## config.mk

```make
export PLATFORM = sky130hd
export DESIGN_NAME = cond_branch_unit
export DESIGN_NICKNAME = d
export VERILOG_FILES = /design/src/rtl/cond_branch_unit.sv
export SDC_FILE = /design/constraint.sdc
export NUM_CORES = 1
export LEC_CHECK = 0
export CAP_MARGIN = 30
export CORE_MARGIN = 1.5
export CORE_UTILIZATION = 51
export DETAILED_ROUTE_END_ITERATION = 16
export PLACE_DENSITY = 0.83
export SYNTH_ARGS = -nofsm -noshare
export SYNTH_HDL_FRONTEND = slang
export SYNTH_SLANG_ARGS = --single-unit
```

## constraint.sdc

```tcl
create_clock -name clk -period 6.3 [get_ports clk]
set_input_delay 0.63 -clock clk [delete_from_list [all_inputs] [get_ports clk]]
set_output_delay 0.63 -clock clk [all_outputs]
set_load 0.01 [all_outputs]
```

## src/rtl/cond_branch_unit.sv

```systemverilog
// Conditional-branch resolver: decides LEGv8 conditions against architectural or
// forwarded flags, stalling while older flag-setting instructions are still in flight.
module cond_branch_unit (
  input  logic       clk,
  input  logic       reset,
  input  logic [3:0] flags_in,
  input  logic       fwd_valid,
  input  logic [3:0] fwd_flags,
  input  logic       set_issue,
  input  logic       br_valid,
  input  logic [3:0] br_cond,
  input  logic       flush,
  output logic       br_ready,
  output logic       stall,
  output logic       res_valid,
  output logic       res_taken,
  output logic       err
);

  typedef enum logic {IDLE, WAIT} state_t;

  state_t     state_q, state_d;
  logic [1:0] cnt_q, cnt_d;
  logic [3:0] cond_q, cond_d;
  logic       res_valid_q, res_valid_d;
  logic       res_taken_q, res_taken_d;
  logic       err_q, err_d;

  logic       src_ok;
  logic [3:0] src_flags;

  function automatic logic cond_eval(input logic [3:0] c, input logic [3:0] f);
    logic n, z, cf, v, gt;
    n  = f[3];
    z  = f[2];
    cf = f[1];
    v  = f[0];
    gt = !z && (n == v);
    case (c)
      4'b0000: cond_eval = z;
      4'b0001: cond_eval = !z;
      4'b0010: cond_eval = cf;
      4'b0011: cond_eval = !cf;
      4'b0100: cond_eval = n;
      4'b0101: cond_eval = !n;
      4'b0110: cond_eval = v;
      4'b0111: cond_eval = !v;
      4'b1000: cond_eval = cf && !z;
      4'b1001: cond_eval = !(cf && !z);
      4'b1010: cond_eval = (n == v);
      4'b1011: cond_eval = (n != v);
      4'b1100: cond_eval = gt;
      4'b1101: cond_eval = !gt;
      default: cond_eval = 1'b1;
    endcase
  endfunction

  // Source selection uses the pre-update count, so a same-cycle set_issue is younger.
  assign src_ok    = (cnt_q == 2'd0) || ((cnt_q == 2'd1) && fwd_valid);
  assign src_flags = (cnt_q == 2'd0) ? flags_in : fwd_flags;

  always_comb begin
    cnt_d = cnt_q;
    err_d = err_q;
    if (set_issue && !fwd_valid) begin
      if (cnt_q == 2'd3) err_d = 1'b1;
      else               cnt_d = cnt_q + 2'd1;
    end else if (fwd_valid && !set_issue) begin
      if (cnt_q == 2'd0) err_d = 1'b1;
      else               cnt_d = cnt_q - 2'd1;
    end
  end

  always_comb begin
    state_d     = state_q;
    cond_d      = cond_q;
    res_valid_d = 1'b0;
    res_taken_d = res_taken_q;
    case (state_q)
      IDLE: begin
        if (br_valid && !flush) begin
          cond_d = br_cond;
          if (src_ok) begin
            res_valid_d = 1'b1;
            res_taken_d = cond_eval(br_cond, src_flags);
          end else begin
            state_d = WAIT;
          end
        end
      end
      WAIT: begin
        if (flush) begin
          state_d = IDLE;
        end else if (src_ok) begin
          res_valid_d = 1'b1;
          res_taken_d = cond_eval(cond_q, src_flags);
          state_d     = IDLE;
        end
      end
      default: state_d = IDLE;
    endcase
  end

  always_ff @(posedge clk or negedge reset) begin
    if (!reset) begin
      state_q     <= IDLE;
      cnt_q       <= '0;
      cond_q      <= '0;
      res_valid_q <= 1'b0;
      res_taken_q <= 1'b0;
      err_q       <= 1'b0;
    end else begin
      state_q     <= state_d;
      cnt_q       <= cnt_d;
      cond_q      <= cond_d;
      res_valid_q <= res_valid_d;
      res_taken_q <= res_taken_d;
      err_q       <= err_d;
    end
  end

  assign br_ready  = (state_q == IDLE);
  assign stall     = (state_q == WAIT);
  assign res_valid = res_valid_q;
  assign res_taken = res_taken_q;
  assign err       = err_q;

endmodule
```

; ---- Word level (Yosys, flattened, before mapping)
; Index checks and enable logic that the tools add are counted.
; Widths: inputs -> output; s select.
[totals]
mem_bits_rw = 0
ff_bits = 10
out_inout_bits = 5
elab_cells = 95
mem_count = 0
in_bits = 18
rom_bits = 0
latch_bits = 0
[op_classes]
n_shift = 0
div_mod_pow = 0
n_eq_ne = 37
order_cmp = 0
bitwise = 1
n_mux = 24
addsub = 2
n_mul = 0
reduce_logical = 25
[op_table]
columns = op, count
row1 = $eq 4x4->1 const B, 12
row2 = $eq 4x3->1 const B, 8
row3 = $pmux 1 s14, 2
row4 = $eq 4x2->1 const B, 4
row5 = $mux 1, 14
row6 = $ne 2x1->1 const B, 5
row7 = $logic_not 1->1, 9
row8 = $eq 4x1->1 const B, 2
row9 = $logic_not 4->1, 2
row10 = $mux 2, 4
row11 = $logic_and 1x1->1, 6
row12 = $pmux 1 s2, 3
row13 = $reduce_and 3->1, 2
row14 = $mux 4, 1
row15 = $ne 2x2->1 const B, 2
row16 = $reduce_and 4->1, 1
row17 = $reduce_bool 2->1, 2
row18 = $add 2x1->2 const B, 1
row19 = $eq 2x1->1 const B, 1
row20 = $eq 2x2->1 const B, 1
row21 = $logic_not 2->1, 1
row22 = $reduce_and 2->1, 1
row23 = $sub 2x1->2 const B, 1
row24 = $eq 1x1->1, 1
row25 = other kinds (3), 3

; ---- Longest topological paths before layout
[logic_depth]
word_depth = 9
depth_mapped = 8
depth_no_buf = 7

; ---- Worst setup path after synthesis
; OpenSTA, ideal clock, no wires.
[synth_timing]
path_type = in2reg
startpoint = input port flags_in[0]
endpoint = register res_taken_q (netlist: res_taken)
required_ns = 6.163
cell_stages = 5
slack_ns = 4.296
setup_time_ns = 0.137
path_buffers = 0
arrival_ns = 1.866
cell_sequence = xnor2_1 -> mux4_2 -> xor2_1 -> a2111oi_2 -> a22oi_2
[synth_via]
elab_chain_len = 8
elab_cells_between_ends = 13
cone_classes = eq/ne: 2 / mux: 8 / reduce/logical: 3
[synth_lines]
columns = item, line
row1 = start: declaration, 6  ; input logic [3:0] flags_in,
row2 = $mux 4 (*), 60  ; assign src_flags = (cnt_q == 2'd0) ? flags_in : fwd_flags;
row3 = $eq 1x1->1, "38, 50"
row4 = $logic_and 1x1->1, 38  ; gt = !z && (n == v);
row5 = $logic_not 1->1, 53  ; 4'b1101: cond_eval = !gt;
row6 = $pmux 1 s14, 39  ; case (c)
row7 = $mux 1 (on tied branches), "94, 83"
row8 = $mux 1 (on tied branches), "92, 81"
row9 = $pmux 1 s2 (*), 79  ; case (state_q)
row10 = end signal: assignment, 117  ; res_taken_q <= res_taken_d;
row11 = end: declaration, 26  ; logic res_taken_q, res_taken_d;
; Mark *: on every way between the ends. The rest lies on a longest branch, timed or not. The select of a mux whose other input is x is not followed.
; A chain may end at the register's enable or synchronous reset.

; ---- Worst setup path after layout
[layout_timing]
startpoint = register cnt_q[0]
endpoint = register res_taken_q (netlist: res_taken)
[layout_via]
elab_chain_len = 9
elab_cells_between_ends = 25
cone_classes = eq/ne: 5 / mux: 8 / reduce/logical: 12
[layout_lines]
columns = item, line
row1 = start: declaration, 23  ; logic [1:0] cnt_q, cnt_d;
row2 = start signal: assignment, 114  ; cnt_q <= cnt_d;
row3 = $logic_not 2->1, "59, 60"
row4 = $mux 4, 60
row5 = $eq 1x1->1 / $logic_not 1->1 (equally long branches), --
row6 = $logic_and 1x1->1 (on tied branches), "38, 48, 49"
row7 = $logic_not 1->1 (on tied branches), "53, 49"
row8 = $pmux 1 s14, 39
row9 = $mux 1 (on tied branches), "94, 83"
row10 = $mux 1 (on tied branches), "92, 81"
row11 = $pmux 1 s2, 79
; Several ways; a longest one is shown, not always the timed one. The select of a mux whose other input is x is not followed.

==> metrics <==
RSZ-0062 raised after global routing no; clk slew on worst S/H paths 0.07 ns; Core Area 1580 sq um; P_leak 0.482 nW; pin count of the biggest net entering global routing 14; H-tree depth 1; WL final 2130 um; post-synthesis cell count 90; Setup crit end kind register; area of the multi-input gates 599 sq um; synth unique cells 33; die width 44.8 um; Iteration-0 DRC Markers 12; hold_ws 0.482 ns; relative slew slack 49.6%; DRC viols 0; syn_area_per_cell 9.90 sq um; max frequency 422 MHz; Register Area 250 sq um; IO Port Bufs 22; fin nets 139; syn_nets 113; via density per instance 6.06; clk_lat worst skew 0.27 ns; die height 44.8 um; final number of setup-violating endpoints 0; vias in the first global route 811; Setup TNS Final 0 ns; hold-fix buffers at CTS 0; Vias 794; Max-Cap Viols 0; Syn-to-layout area delta 29.8%; final antenna-violating net count 0; power density over the cells 333 nW/um^2; Final HPWL DP 1660 um; Post-synth EDFFs 0; Fin. Hold Viols 0; CTS tree yes; Setup Skew 0.00555 ns; CP max stage cell mux4_2; yosys warns 0; Avg WL per Cell 16.3 um; Mapped Area 891 sq um; Post-synth top flop dfrtp_1; R2R Setup Slk 3.93 ns; layout cells sized above 1 10.4%; top post-synthesis cells by area dfrtp_1, mux2i_1, ha_1; area leader, netlist dfrtp_1; min-delay worst type reg2reg; post-place setup slack 3.76 ns; Seq/Total Area, Yosys 28.1%; Synth top area share 28.1%; Critical Path RT 6.45 ns; Max Transition Viols Final 0; drt pass-1 iters 4; Slew @ Worst Pin 0.755 ns; Arr. time, crit path 2.52 ns; FF+latch count, synth 10; post-layout min period 2.37 ns; most frequent cell after synthesis dfrtp_1; Post-CTS Setup Repair Bufs 0; Filler Cell Count 136; commonest cells in the netlist dfrtp_1, inv_1, mux2i_1; post_cts resized 0; crit start category register; initial antenna violation count 0; VDD IR max 281 uV; cells along the critical path inv_1 > ha_1 > mux2i_1 > mux4_2 > xnor2_2 > o22ai_1 > a22oi_2; IO Pins 23; initial core utilization 56.5%; n_diodes 0; clock root buffer clkbuf_4; overall power 0.000385 W; gr usage total 24.4%; clock buffer depth 2; CP peak stage delay 0.55 ns; Crit Path Max Fanout 13; Total Die Area 2010 sq um; Clock Sinks 10; Final Cycle Share 37.6%; Rows 14; Placer Congestion 0.832; cts bufs inserted 3; status complete, no violations; first-pass GRT wire length 3570 um; Crit Path Category reg2reg; total gr overflow 0; final setup margin 3.93 ns; async set-reset flop share out of synthesis 100%
layout by cell type (no fill, tap or decap), drive strengths merged, types with 5 or more instances in the layout:
| master | Yosys | layout |
|---|---|---|
| clkdlybuf4s50 | 0 | 22 |
| dfrtp | 10 | 10 |
| inv | 8 | 8 |
| mux2i | 8 | 8 |
| nor2b | 7 | 7 |
| nor2 | 6 | 6 |
| nand2 | 5 | 5 |
| ha | 5 | 5 |
kinds of logic (layout without fill, tap and decap cells):
| group | after synthesis | count (layout) | synth area share [%] |
|---|---|---|---|
| buf+inv | 9 | 34 | 4.63 |
| xor+xnor | 5 | 5 | 5.76 |
| flops | 10 | 10 | 28.1 |
| mux | 14 | 14 | 20.8 |
| compound gates | 21 | 21 | 18.1 |
| simple gates | 26 | 26 | 15.6 |
| fa+ha+maj | 5 | 5 | 7.02 |
layout make-up:
class | count | area share (%)
multi-input combinational | 71 | 51.8
timing repair buffer | 22 | 19.0
sequential | 10 | 21.6
inverter | 8 | 2.60
tap | 16 | 1.73
clock buffer | 4 | 3.14
where the power goes:
group / total, W / switching (W) / internal, W
clock network: 0.0000593 / 0.0000242 / 0.0000351
logic: 0.000220 / 0.000107 / 0.000113
registers: 0.000105 / 0.0000207 / 0.0000843
stage by stage:
stage / utilization (%) / instance area (sq um) / cells
floorplan: - / 891 / 90
global placement: 71.0 / 1120 / 127
detailed placement: 71.0 / 1120 / 127
CTS: 73.3 / 1160 / 131
global route: 73.3 / 1160 / 131
finish: 73.3 / 1160 / 131
flip-flops by register name, summed over array words and instances, names as in the netlist:
register and count:
cond_q 4, cnt_q 2, err 1, res_taken 1, res_valid 1, stall 1
per-layer routing:
| metal | vias up | global-route usage, % | wire (um) |
|---|---|---|---|
| li1 | 382 | - | - |
| met1 | 389 | 29.5 | 964 |
| met4 | 0 | 7.06 | 0 |
| met5 | - | 0 | 0 |
| met3 | 0 | 1.60 | 75 |
| met2 | 23 | 46.1 | 1090 |
critical path, delay by kind of cell (launching register included):
kind	cells	cell delay, ns
mux	2	0.80
flops	1	0.41
xor+xnor	1	0.15
fa+ha+maj	1	0.53
buf+inv	1	0.10
compound gates	2	0.27
final timing paths:
check,startpoint,endpoint,cells after the start
max,cnt_q[0]$_DFFE_PN0P_,res_taken$_DFFE_PN0P_,7
min,err$_DFFE_PN0P_,err$_DFFE_PN0P_,1
max reg2reg,cnt_q[0]$_DFFE_PN0P_,res_taken$_DFFE_PN0P_,7
min reg2reg,err$_DFFE_PN0P_,err$_DFFE_PN0P_,1
max in group asynchronous,reset,cnt_q[0]$_DFFE_PN0P_,1
min in group asynchronous,reset,stall$_DFF_PN0_,1
(Power assumes the default switching activity.)
